--- src/rtl/p_dispatch.sv ---
// p_dispatch: priority dispatcher for the hardware scheduler.
// Accepts one task per cycle on a valid/ready input and routes it to the
// lowest-index slot that is both free and enabled (slot 0 = highest priority).
// Each slot is a two-state FREE/BUSY machine. A dispatch moves the slot to
// BUSY. A slot_done pulse moves it back to FREE.
// Optional macro P_DISPATCH_STATS_EN adds the saturating counters
// disp_cnt and stall_cnt.
module p_dispatch #(
  parameter int N     = 8,
  parameter int TAG_W = 8
) (
  input  logic             clk,
  input  logic             rst_n,
  input  logic             task_valid,
  input  logic [TAG_W-1:0] task_tag,
  output logic             task_ready,
  input  logic [N-1:0]     slot_en,
  input  logic [N-1:0]     slot_done,
  output logic [N-1:0]     slot_valid,
  output logic [TAG_W-1:0] slot_tag,
  output logic [N-1:0]     busy,
  output logic             err_done
`ifdef P_DISPATCH_STATS_EN
  ,
  output logic [31:0]      disp_cnt,
  output logic [31:0]      stall_cnt
`endif
);

  typedef enum logic {
    S_FREE = 1'b0,
    S_BUSY = 1'b1
  } slot_state_t;

  slot_state_t state [N];

  logic [N-1:0] free;
  logic [N-1:0] target;
  logic         accept;

  // Expose each slot's state as the registered busy vector.
  always_comb begin
    busy = '0;
    for (int i = 0; i < N; i++) begin
      busy[i] = (state[i] == S_BUSY);
    end
  end

  // The done pulse is not bypassed: a slot freed this cycle is allocatable next cycle.
  assign free       = ~busy & slot_en;
  assign task_ready = |free;
  assign accept     = task_valid & task_ready;

  // Pick the lowest-index free slot as a one-hot target.
  always_comb begin
    // NOTE: every always_comb output gets a default first so no path leaves it unassigned (no latch).
    target = '0;
    for (int i = N - 1; i >= 0; i--) begin
      if (free[i]) begin
        target = '0;
        target[i] = 1'b1;
      end
    end
  end

  // Per-slot FREE/BUSY machines, the dispatch pulse and the sticky done error.
  always_ff @(posedge clk) begin
    if (!rst_n) begin
      for (int i = 0; i < N; i++) begin
        state[i] <= S_FREE;
      end
      slot_valid <= '0;
      slot_tag   <= '0;
      err_done   <= 1'b0;
    end else begin
      for (int i = 0; i < N; i++) begin
        case (state[i])
          S_FREE: begin
            if (accept && target[i]) begin
              state[i] <= S_BUSY;
            end
          end
          S_BUSY: begin
            if (slot_done[i]) begin
              state[i] <= S_FREE;
            end
          end
          default: state[i] <= S_FREE;
        endcase
      end
      // NOTE: sequential state uses non-blocking assignments so every flop samples pre-edge values.
      if (|(slot_done & ~busy)) begin
        err_done <= 1'b1;
      end
      if (accept) begin
        slot_valid <= target;
        slot_tag   <= task_tag;
      end else begin
        slot_valid <= '0;
      end
    end
  end

`ifdef P_DISPATCH_STATS_EN
  // Saturating accept and stall counters.
  always_ff @(posedge clk) begin
    if (!rst_n) begin
      disp_cnt  <= '0;
      stall_cnt <= '0;
    end else begin
      if (accept && disp_cnt != '1) begin
        disp_cnt <= disp_cnt + 32'd1;
      end
      if (task_valid && !task_ready && stall_cnt != '1) begin
        stall_cnt <= stall_cnt + 32'd1;
      end
    end
  end
`endif

endmodule

--- config.mk ---
export PLATFORM = sky130hd
export DESIGN_NAME = p_dispatch
export DESIGN_NICKNAME = d
export VERILOG_FILES = /design/src/rtl/p_dispatch.sv
export SDC_FILE = /design/constraint.sdc
export NUM_CORES = 1
export LEC_CHECK = 0
export BUFFER_PORTS_ARGS = -buffer_cell sky130_fd_sc_hd__buf_2
export CORE_ASPECT_RATIO = 1.75
export CORE_MARGIN = 2
export CORE_UTILIZATION = 50
export CTS_CLUSTER_DIAMETER = 150
export CTS_CLUSTER_SIZE = 30
export DETAILED_ROUTE_END_ITERATION = 7
export PLACE_DENSITY = 0.81
export SLEW_MARGIN = 30
export SYNTH_ARGS = -nofsm -noshare
export SYNTH_HDL_FRONTEND = slang
export SYNTH_SLANG_ARGS = --single-unit
--- constraint.sdc ---
create_clock -name clk -period 5 [get_ports clk]
set_input_delay 0.25 -clock clk [delete_from_list [all_inputs] [get_ports clk]]
set_output_delay 0.25 -clock clk [all_outputs]
set_load 0.005 [all_outputs]
# ---- Yosys cells after proc, flatten, opt, wreduce, memory -nomap -nowiden
# Memory sizes are Yosys's and may differ from the RTL's.
# Index checks and enable logic that the tools add are counted.
dict set report op_classes {
  bitwise 20
  n_reduce_logical 11
  n_mux 89
}
# op count
set ops {}
lappend ops {{two-way mux 1 bit} 81}
lappend ops {{two-way mux 8 bit} 8}
lappend ops {{AND 8 bit} 2}
lappend ops {{OR 1 bit} 16}
lappend ops {{OR reduction 8 bit} 2}
lappend ops {{logical AND 1 bit} 8}
lappend ops {{inverter 8 bit} 1}
lappend ops {{AND reduction 2 bit} 1}
lappend ops {{AND 1 bit} 1}
dict set report word_totals {
  ff_bits 17
  n_memories 1
  mem_bits_rw 8
}
# memory depth word_bits read_ports rd_clocked_by_memory_dff wr line_no
set mem_list {}
lappend mem_list {state 8 1 8 0 8 35} ;# slot_state_t state [N];

# ---- Depth between registers and ports, before layout
# Gate-level depths: netlist (run 1).
dict set report logic_depth {
  word_depth 17
  depth_mapped 5
  depth_no_buf 4
}

# ---- Worst setup path after synthesis (run 1)
# No wires, ideal clock.
dict set report synth_path {
  path_type {register to register}
  start {memory state[0][3] in the netlist's numbering}
  end {memory state[0][1] in the netlist's numbering (data pin)}
  slack_ns 3.399
  period_less_slack_ns 1.601
  stages_incl_launch_ff 6
  n_path_buf 1
  arrival_time_ns 1.346
  t_required_ns 4.745
  cell_sequence {edfxtp_1 > nor2b_4 > a2111oi_4 > a31oi_4 > buf_6 > and3_1}
}
# element line_no
set synth_lines {}
lappend synth_lines {{from (decl)} 35}

==> results of run 1 <==
[power by group through the flow]
stage	clock network [mW]	logic [mW]	registers, mW
after floorplan	0	0.0443	0.233
after global placement	0	0.0701	0.231
after detailed placement	0	0.0725	0.232
after CTS	0.119	0.0735	0.227
after global routing	0.125	0.0808	0.229
final	0.120	0.0730	0.227
[sequential cells by signal, summed over array words and instances, names as in the netlist]
register,count
slot_tag,8
slot_valid,8
state,8
err_done,1
[layout by cell type, fill, tap and decap left out, drive strengths merged]
master	synthesis	final
a2111oi	2	2
a21oi	4	4
a221o	2	2
a222oi	1	1
a31oi	1	1
and2b	1	1
and3	7	7
and4	2	2
buf	2	52
clkbuf	1	4
dfxtp	18	18
edfxtp	7	7
inv	10	10
mux2i	8	8
nand2	25	25
nand3	6	6
nand3b	1	1
nand4	1	1
nor2	5	5
nor2b	6	6
nor3	2	2
nor4	1	1
o211ai	1	1
o22ai	1	1
o2bb2ai	1	1
o31ai	1	1
o41ai	1	1
or2	1	1
[synthesized netlist by cell type, types with 2 or more instances]
cell type,number
a221o_1,2
dfxtp_1,18
and4_1,2
nor2b_4,5
buf_6,2
mux2i_1,8
nand2_1,25
nand3_1,5
nor2_1,5
a21oi_1,4
and3_1,7
inv_1,10
edfxtp_1,7
[critical path, stage by stage (launching register included)]
cell       delay, ps
edfxtp_1         430
nor2b_4           80
a2111oi_4        400
a31oi_4          290
a221o_1          380
[area by class of cell]
cell class,instances,area [um2]
clock buffers,4,45.04
flip-flops and latches,25,570.5
multi-input cells,81,568.0
well taps,25,31.28
inverters,10,37.54
repair buffers,52,260.3
fillers,201,789.5
[routing by layer]
| metal | up-vias | GRT usage (%) | routed length, um |
|---|---|---|---|
| li1 | 528 | - | - |
| met1 | 503 | 26.40 | 1107 |
| met2 | 34 | 34.20 | 1477 |
| met3 | 5 | 1.923 | 131 |
| met4 | 0 | 6.452 | 38 |
| met5 | - | 0 | 0 |
[stage by stage]
stage          util, %  hold slack [ps]
6_report         65.71            217.2
5_1_grt          65.71            242.0
4_1_cts          65.71            226.6
3_5_place_dp     63.75            449.1
3_3_place_gp     63.75            441.4
2_1_floorplan        -            392.1
[cells by family (layout without fill, tap and decap cells)]
family / count (synthesis) / in the layout / synth area share, %
muxes: 8 / 8 / 6.551
DFF: 25 / 25 / 46.67
and+or+nand+nor: 58 / 58 / 27.94
buffers and inverters: 14 / 66 / 6.858
AOI/OAI and AO/OA: 15 / 15 / 11.98
[how the worst max path moves through the flow]
stage          slack (ps)           to         from
2_1_floorplan        3400  state[0][1]  state[0][3]
3_3_place_gp         3240  state[0][1]   slot_en[3]
3_5_place_dp         3200  state[1][1]   slot_en[3]
4_1_cts              3180  state[1][1]  state[0][3]
5_1_grt              3080  state[1][1]  state[0][3]
6_report             3190  state[0][1]  state[0][3]
==> metrics.txt, run 1 <==
Layout Cells excl Fill=197; placed cells=193; CTS Buffer Depth=2; CTS root buf=clkbuf_8; min-delay worst type=input pin to flop; HPWL after detailed placement=2081 um; Clock Sinks=25; total gr overflow=0; Max Fclk=552.1 MHz; DRT Pass-1 Iters=4; hold path depth=3; CP required=5030 ps; vias per cell=5.431; leakage=0.7565 nW; Clk pin slew, worst setup/hold paths=80 ps; cell-internal power=310.2 uW; worst slew pin tran=529.6 ps; Clk network pwr share=28.6%; Comb pwr share=17.4%; hold_sp=task_tag[3]; detailed-route DRC error count=0; switching share of total power=26.31%; post-synthesis sequential area ratio=46.67%; Top FF cell, synth=dfxtp_1; area fraction of the dominant cell type after synthesis=29.48%; Num CTS Buffers=3; Antenna Nets Post-Route=0; Overall Power=420.9 uW; CP max FO=16; Die X=41.38 um; global-route wire length before repair=4284 um; CP Class=flop to flop; FF-to-FF End=state[0][1]; Hold Crit Endpoint=slot_tag[3]; final WL=2754 um; crit start category=flop; Hold Buf Count CTS=0; largest net degree at the start of global routing=30; DRT iter0 DRCs=36; Post-Route Setup TNS=0 ps; Setup WS post-layout=3189 ps; Initial Utilization=53.10%; RR Startpoint=state[0][3]; run status=completed; flop-to-flop setup slack=3190 ps; max-slew violations=0; synthesized flop and latch total=25; Synth area leaders=dfxtp_1 29%, edfxtp_1 17%, nand2_1 7.7%, mux2i_1 6.6%, nor2b_4 5.6%; unrepaired setup endpoints after global routing=false; crit end category=flop; antenna cells=0; TritonCTS clock tree=built; area leader, netlist=dfxtp_1; pre-CTS setup slack=3196 ps; routed via count=1070; MaxCap Viol Count=0; I/O pin total=53; Post-synth ARST share=0%; VDD IR max=0.0001745 V; cts repair resizes=0; Avg Cell Area, Syn=10.19 um2; Sw Pwr=110.8 uW; area of the core=2302 um2; syn_nets=147; Post-CTS Setup Inserts=0; initial antenna violation count=0; Final nets=200; PwrDens=278.3 nW/um2; vias in the first global route=979; height of the die=69.41 um; row cnt=23; PortBufs=52; Synth cell types=33; global-route usage over all layers=20.62%; latest clock arrival within the worst-skew pair=270 ps; Rel. slew slack=64.69%; Die ar.=2872 um2; post-route cell area=1513 um2; R2R depth=4; dpl cell area=1468 um2; final setup violation count=0; post-synthesis cell count=120; Post-Syn Area=1222 um2; final period utilization=36.23%; Sequential Power Share=54.0%; CP arrival=1850 ps; warnings from Yosys=0; layout cells sized above 1=38.37%; Min Clock Period, post-route=1811 ps; gpl congestion=0.7990; Final Skew=1.146 ps; Post-synth EDFFs=7; WL/cell=13.98 um; P&R area growth vs syn=23.75%; H-Tree Level Count=1; final hold vios=0
Power figures use the tool's default switching activity.
==> run 2: changes to the inputs <==
- ABC_AREA: unset -> 1
- CORE_UTILIZATION: 50 -> 42
- PLACE_DENSITY: 0.81 -> 0.71
- clock period: 5 -> 1.49 ns (I/O delays scaled with it)
==> run 2 against run 1 <==
Compared with the run above: register-to-register slack got worse by 3100 ps; flip-flop and latch count did not move; critical path depth is 3 higher; synthesized cell count increased by 28%.
==> metrics.txt, run 2 <==
run status=completed; top flop regs=slot_tag (8), slot_valid (8), state (8); critical-path cell list=inv_2 -> nand2_1 -> nand2_2 -> nor2_4 -> nand2_4 -> buf_6 -> buf_2; CP arrival=1350 ps (-500 ps); Rel. slew slack=78.98% (+14 points); CTS root buf=clkbuf_8; Clock Sinks=25 (unchanged); gpl congestion=0.7933 (-0.71%); Post-synth EDFFs=7 (unchanged); I/O pin total=53 (unchanged); area leader, netlist=dfxtp_1; VDD IR max=0.0005441 V (+210%); HPWL after detailed placement=2094 um (+0.62%); area of the core=2895 um2 (+26%); post-synthesis cell count=153 (+28%); Die ar.=3452 um2 (+20%); Synth cell types=22 (-33%); fill cell count=299 (+49%); TritonCTS clock tree=built; routed via count=1187 (+11%); antenna cells=0 (unchanged); PwrDens=869.3 nW/um2 (+210%); WL/cell=10.96 um (-22%); Layout Cells excl Fill=242 (+23%); worst slew pin tran=315.3 ps (-214.3 ps); max-slew violations=0 (unchanged); CTS Buffer Depth=2 (unchanged); row cnt=26 (+13%); area fraction of the dominant cell type after synthesis=28.77% (-0.71 points); global-route usage over all layers=16.43% (-4.2 points); largest net degree at the start of global routing=15 (-50%); Hold Buf Count CTS=0 (unchanged); Antenna Nets Post-Route=0 (unchanged); P&R area growth vs syn=31.97%; PortBufs=52 (unchanged); vias in the first global route=1096 (+12%); Initial Utilization=43.26% (-9.8 points); Synth area leaders=dfxtp_1 29%, edfxtp_1 17%, nand3_2 8.0%, nand2_1 7.5%, nor2_1 7.5%; Top FF cell, synth=dfxtp_1; syn_nets=180 (+22%); final setup violation count=0 (unchanged); Reg area=570.5 um2 (unchanged); synthesized flop and latch total=25 (unchanged); crit start category=flop; CP Class=flop to output port; CP required=1420 ps (-3610 ps); Post-Syn Area=1252 um2 (+2.5%); final period utilization=95.29%; total gr overflow=0 (unchanged); warnings from Yosys=0 (unchanged); Final nets=242 (+21%); Avg Cell Area, Syn=8.186 um2 (-20%); slowest CP cell=edfxtp_1; Overall Power=1.437 mW (+240%); global-route wire length before repair=4402 um (+2.8%); final hold vios=0 (unchanged); Post-synth ARST share=0% (unchanged); latest clock arrival within the worst-skew pair=260 ps (about the same); initial antenna violation count=0 (unchanged); detailed-route DRC error count=0 (unchanged); pre-CTS setup slack=77.79 ps (-3118 ps); height of the die=76.24 um (+9.8%); Final Skew=2.283 ps (+1.136 ps); DRT Pass-1 Iters=4 (unchanged); top cells by count, synth=25 x nand2_1, 25 x nor2_1, 21 x inv_1, 18 x dfxtp_1, 15 x a21oi_1; final WL=2652 um (-3.7%); Die X=45.28 um (+9.4%); most frequent cells in the layout=52 x buf_2, 24 x nor2_1, 20 x nand2_1; Max Fclk=704.3 MHz; Clk pin slew, worst setup/hold paths=90 ps (about the same); leakage=0.8709 nW (+15%); dpl cell area=1540 um2 (+4.9%); Max stage delay on crit path=380 ps (-50 ps); vias per cell=4.905 (-9.7%); H-Tree Level Count=1 (unchanged); multi-input logic area=568.0 um2 (unchanged); layout cells sized above 1=46.26% (+7.9 points); DRT iter0 DRCs=32 (-11%); Setup WS post-layout=70.21 ps (-3118 ps); Min Clock Period, post-route=1420 ps; crit end category=output port; post-synthesis sequential area ratio=45.55% (-1.1 points); MaxCap Viol Count=0 (unchanged); Core Util, Final=57.09% (-8.6 points); commonest non-fill, non-tap cell in the layout=buf_2; post-route cell area=1653 um2 (+9.3%); Num CTS Buffers=3 (unchanged); CP max FO=5 (-11); min-delay worst type=input pin to flop; placed cells=233 (+21%)
## run 2: cell types whose count changed in the layout (fill, tap and decap cells not counted), sizes merged, moves of 5 or more
cell,before,now
nor2,5,26
nand2,25,30
and3,7,0
nand3,6,16
mux2i,8,0
inv,10,23
buf,52,63
nor2b,6,0
a21oi,4,15
## run 2: final cells by class
| type | count | area share (%) |
|---|---|---|
| flip-flops and latches | 25 | 34.52 |
| clock inverters | 1 | 0.3028 |
| clock buffers | 3 | 2.498 |
| well taps | 28 | 2.120 |
| repair buffers | 63 | 20.97 |
| multi-input cells | 99 | 34.37 |
| inverters | 23 | 5.223 |
## run 2: timing repair
| action | in CTS | in global routing |
|---|---|---|
| setup buffers | 0 | 5 |
| setup endpoints to repair | 1 | 5 |
| pin swaps | 1 | 6 |
| hold endpoints to repair | 0 | 0 |
| resized for setup | 3 | 11 |
## run 2: worst paths after layout
check	from	endpoint	slack [ps]	cells past startpoint
max reg2reg	state[1][2]	state[0][1]	100	8
min reg2reg	slot_tag[5]	slot_tag[5]	490	2
max	state[0][2]	task_ready	70	7
min	slot_done[0]	err_done	100	3
## run 2: report_power, final
group	total [mW]	switching, mW	internal (mW)
clock	0.397	0.211	0.187
combinational	0.281	0.155	0.126
sequential	0.758	0.0208	0.738
total	1.44	0.387	1.05
## run 2: per-layer routing
layer / wire length, um / global-route usage (%) / vias up
li1: - / - / 616
met1: 1133 / 18.28 / 531
met2: 1359 / 29.43 / 38
met3: 130 / 2.370 / 2
met4: 28 / 6.176 / 0
met5: 0 / 0 / -
## run 2: cell families (layout without fill, tap and decap cells)
logic type,Yosys count,after routing,synth area share [%]
DFF,25,25,45.55
buffers and inverters,29,90,11.09
and+or+nand+nor,77,77,32.97
AOI/OAI and AO/OA,22,22,10.39
## run 2: worst max-delay path: cells and delay by family, from the launching register on
family                 cells  cell delay, ps
AND/OR/NAND/NOR            4             390
flip-flops                 1             380
buffers and inverters      3             310
## run 2: stage by stage
step,TNS (ps),hold slack (ps)
2_1_floorplan,0,233.0
3_3_place_gp,0,372.1
3_5_place_dp,0,367.9
4_1_cts,0,82.09
5_1_grt,-0.5116,99.74
6_report,0,96.10
==> run 3: changes to the inputs <==
- CELL_PAD_IN_SITES_DETAIL_PLACEMENT: unset -> 1
- CELL_PAD_IN_SITES_GLOBAL_PLACEMENT: unset -> 1
- CORE_UTILIZATION: 42 -> 30
- PLACE_DENSITY: 0.71 -> 0.72
==> run 3 against run 2 <==
Compared with the run above: utilization shrank 13 points; critical path depth is the same; via count grew 4.6%; clock skew grew 2.9 ps; hold slack lost 6.0 ps; first-iteration DRC count shrank 72%; clock-buffer cell count grew 1; largest power group unchanged.
==> metrics.txt, run 3 (synthesized netlist as in run 2, its figures left out) <==
run status=completed; worst slew pin tran=407.8 ps (+92.51 ps); height of the die=89.48 um (+17%); Final Skew=5.150 ps (+2.868 ps); PwrDens=837.2 nW/um2 (-3.7%); Rel. slew slack=72.78% (-6.2 points); H-Tree Level Count=1 (unchanged); min-delay worst type=input pin to flop; vias in the first global route=1190 (+8.6%); Antenna Nets Post-Route=0 (unchanged); Min Clock Period, post-route=1439 ps (+19.26 ps); DRT iter0 DRCs=9 (-72%); initial antenna violation count=0 (unchanged); global-route wire length before repair=5216 um (+18%); MaxCap Viol Count=0 (unchanged); pre-CTS setup slack=53.13 ps (-24.66 ps); CP Class=flop to output port; max-slew violations=0 (unchanged); final hold vios=0 (unchanged); Num CTS Buffers=3 (unchanged); final setup violation count=0 (unchanged); WL/cell=12.36 um (+13%); switching share of total power=27.72% (+0.80 points); FF-to-FF End=state[1][2]; Post-Route Setup TNS=0 ps (unchanged); commonest non-fill, non-tap cell in the layout=buf_2; Clk network pwr share=27.5% (-0.2 points); largest net degree at the start of global routing=17 (+2); row cnt=31 (+19%); global-route usage over all layers=15.02% (-1.4 points); vias per cell=4.617 (-5.9%); CP max FO=4 (-1); VDD IR max=0.0005165 V (-5.1%); routed via count=1242 (+4.6%); fill cell count=526 (+76%); area of the core=4073 um2 (+41%); CP Launch Point=state[0][1]; CTS root buf=clkbuf_8; Setup WS post-layout=50.96 ps (-19.26 ps); Hold Worst Slack=90.07 ps (-6.026 ps); Setup crit end=task_ready; CP arrival=1360 ps (about the same); flop-to-flop setup slack=60 ps (-40 ps); Hold Buf Count CTS=0 (unchanged); top flop regs=slot_tag (8), slot_valid (8), state (8); CTS Buffer Depth=2 (unchanged); DRT Pass-1 Iters=2 (-2); Initial Utilization=30.75% (-13 points); PortBufs=52 (unchanged); placed cells=252 (+8.2%); I/O pin total=53 (unchanged); crit start category=flop; layout cells sized above 1=49.55% (+3.3 points); Die ar.=4728 um2 (+37%); Clock Sinks=25 (unchanged); Overall Power=1.497 mW (+4.2%); Clk pin slew, worst setup/hold paths=90 ps (about the same); post-route cell area=1788 um2 (+8.2%); P&R area growth vs syn=42.76%; detailed-route DRC error count=0 (unchanged); HPWL after detailed placement=2504 um (+20%); unrepaired setup endpoints after global routing=true; cell-internal power=1.082 mW (+3.0%); R2R depth=6 (-2); Sw Pwr=415.0 uW (+7.3%); Core Util, Final=43.90% (-13 points); final WL=3326 um (+25%); Sequential Power Share=50.9% (-1.9 points); total gr overflow=0 (unchanged); gpl congestion=0.7800 (-1.7%); leakage=0.9200 nW (+5.6%); most frequent cells in the layout=51 x buf_2, 24 x nor2_1, 21 x nand2_1; Die X=52.84 um (+17%); TritonCTS clock tree=built; Layout Cells excl Fill=269 (+11%); latest clock arrival within the worst-skew pair=270 ps (about the same); final period utilization=96.58% (+1.3 points); Final nets=248 (+2.5%); Max Fclk=694.9 MHz (-1.3%); crit end category=output port; dpl cell area=1551 um2 (+0.73%); RR Startpoint=state[0][1]; Comb pwr share=21.7% (+2.1 points); CP required=1420 ps (about the same); antenna cells=0 (unchanged)
==> run 3: timing repair <==
action / CTS / global route
resized for setup: 7 / 16
pin swaps: 4 / 6
setup endpoints to repair: 1 / 12
buffers inserted: 8 / 5
==> run 3: how the worst min path moves through the flow <==
stage               cells past startpoint          from            end
detailed placement                      3    slot_en[4]  slot_valid[4]
finish                                  3    slot_en[4]  slot_valid[4]
CTS                                     3    slot_en[4]  slot_valid[4]
global route                            3    slot_en[4]  slot_valid[4]
global placement                        3  slot_done[0]       err_done
floorplan                               2    slot_en[4]  slot_valid[4]
==> run 3: final cells by class <==
cell class                 count  area, um2  area share (%)
multi-input combinational     99      605.6           33.87
sequential                    25      570.5           31.91
inverter                      23      86.33           4.829
tap                           49      61.31           3.429
clock buffer                   4      45.04           2.519
timing repair buffer          69      419.2           23.44
==> run 3: worst max-delay path, cell delays in order (launching register included) <==
cell      delay, ps
edfxtp_1        390
inv_2            50
nand2_2         100
nand2_4          70
nor2_4          140
nand2_4         100
buf_12          140
buf_6           100
==> run 3: routing by layer <==
layer | vias to the layer above | GRT usage [%] | share of wire (%)
met1 | 575 | 15.73 | 36
li1 | 622 | - | -
met2 | 39 | 28.07 | 57
met3 | 6 | 2.508 | 5.3
met4 | 0 | 6.993 | 2.0
met5 | - | 0 | 0
==> run 3: power by group through the flow <==
| stage | logic, mW | registers, mW | clock network [mW] |
|---|---|---|---|
| after floorplan | 0.154 | 0.777 | 0 |
| after global placement | 0.261 | 0.774 | 0 |
| after detailed placement | 0.265 | 0.775 | 0 |
| after CTS | 0.297 | 0.757 | 0.428 |
| after global routing | 0.362 | 0.767 | 0.461 |
| final | 0.324 | 0.762 | 0.411 |
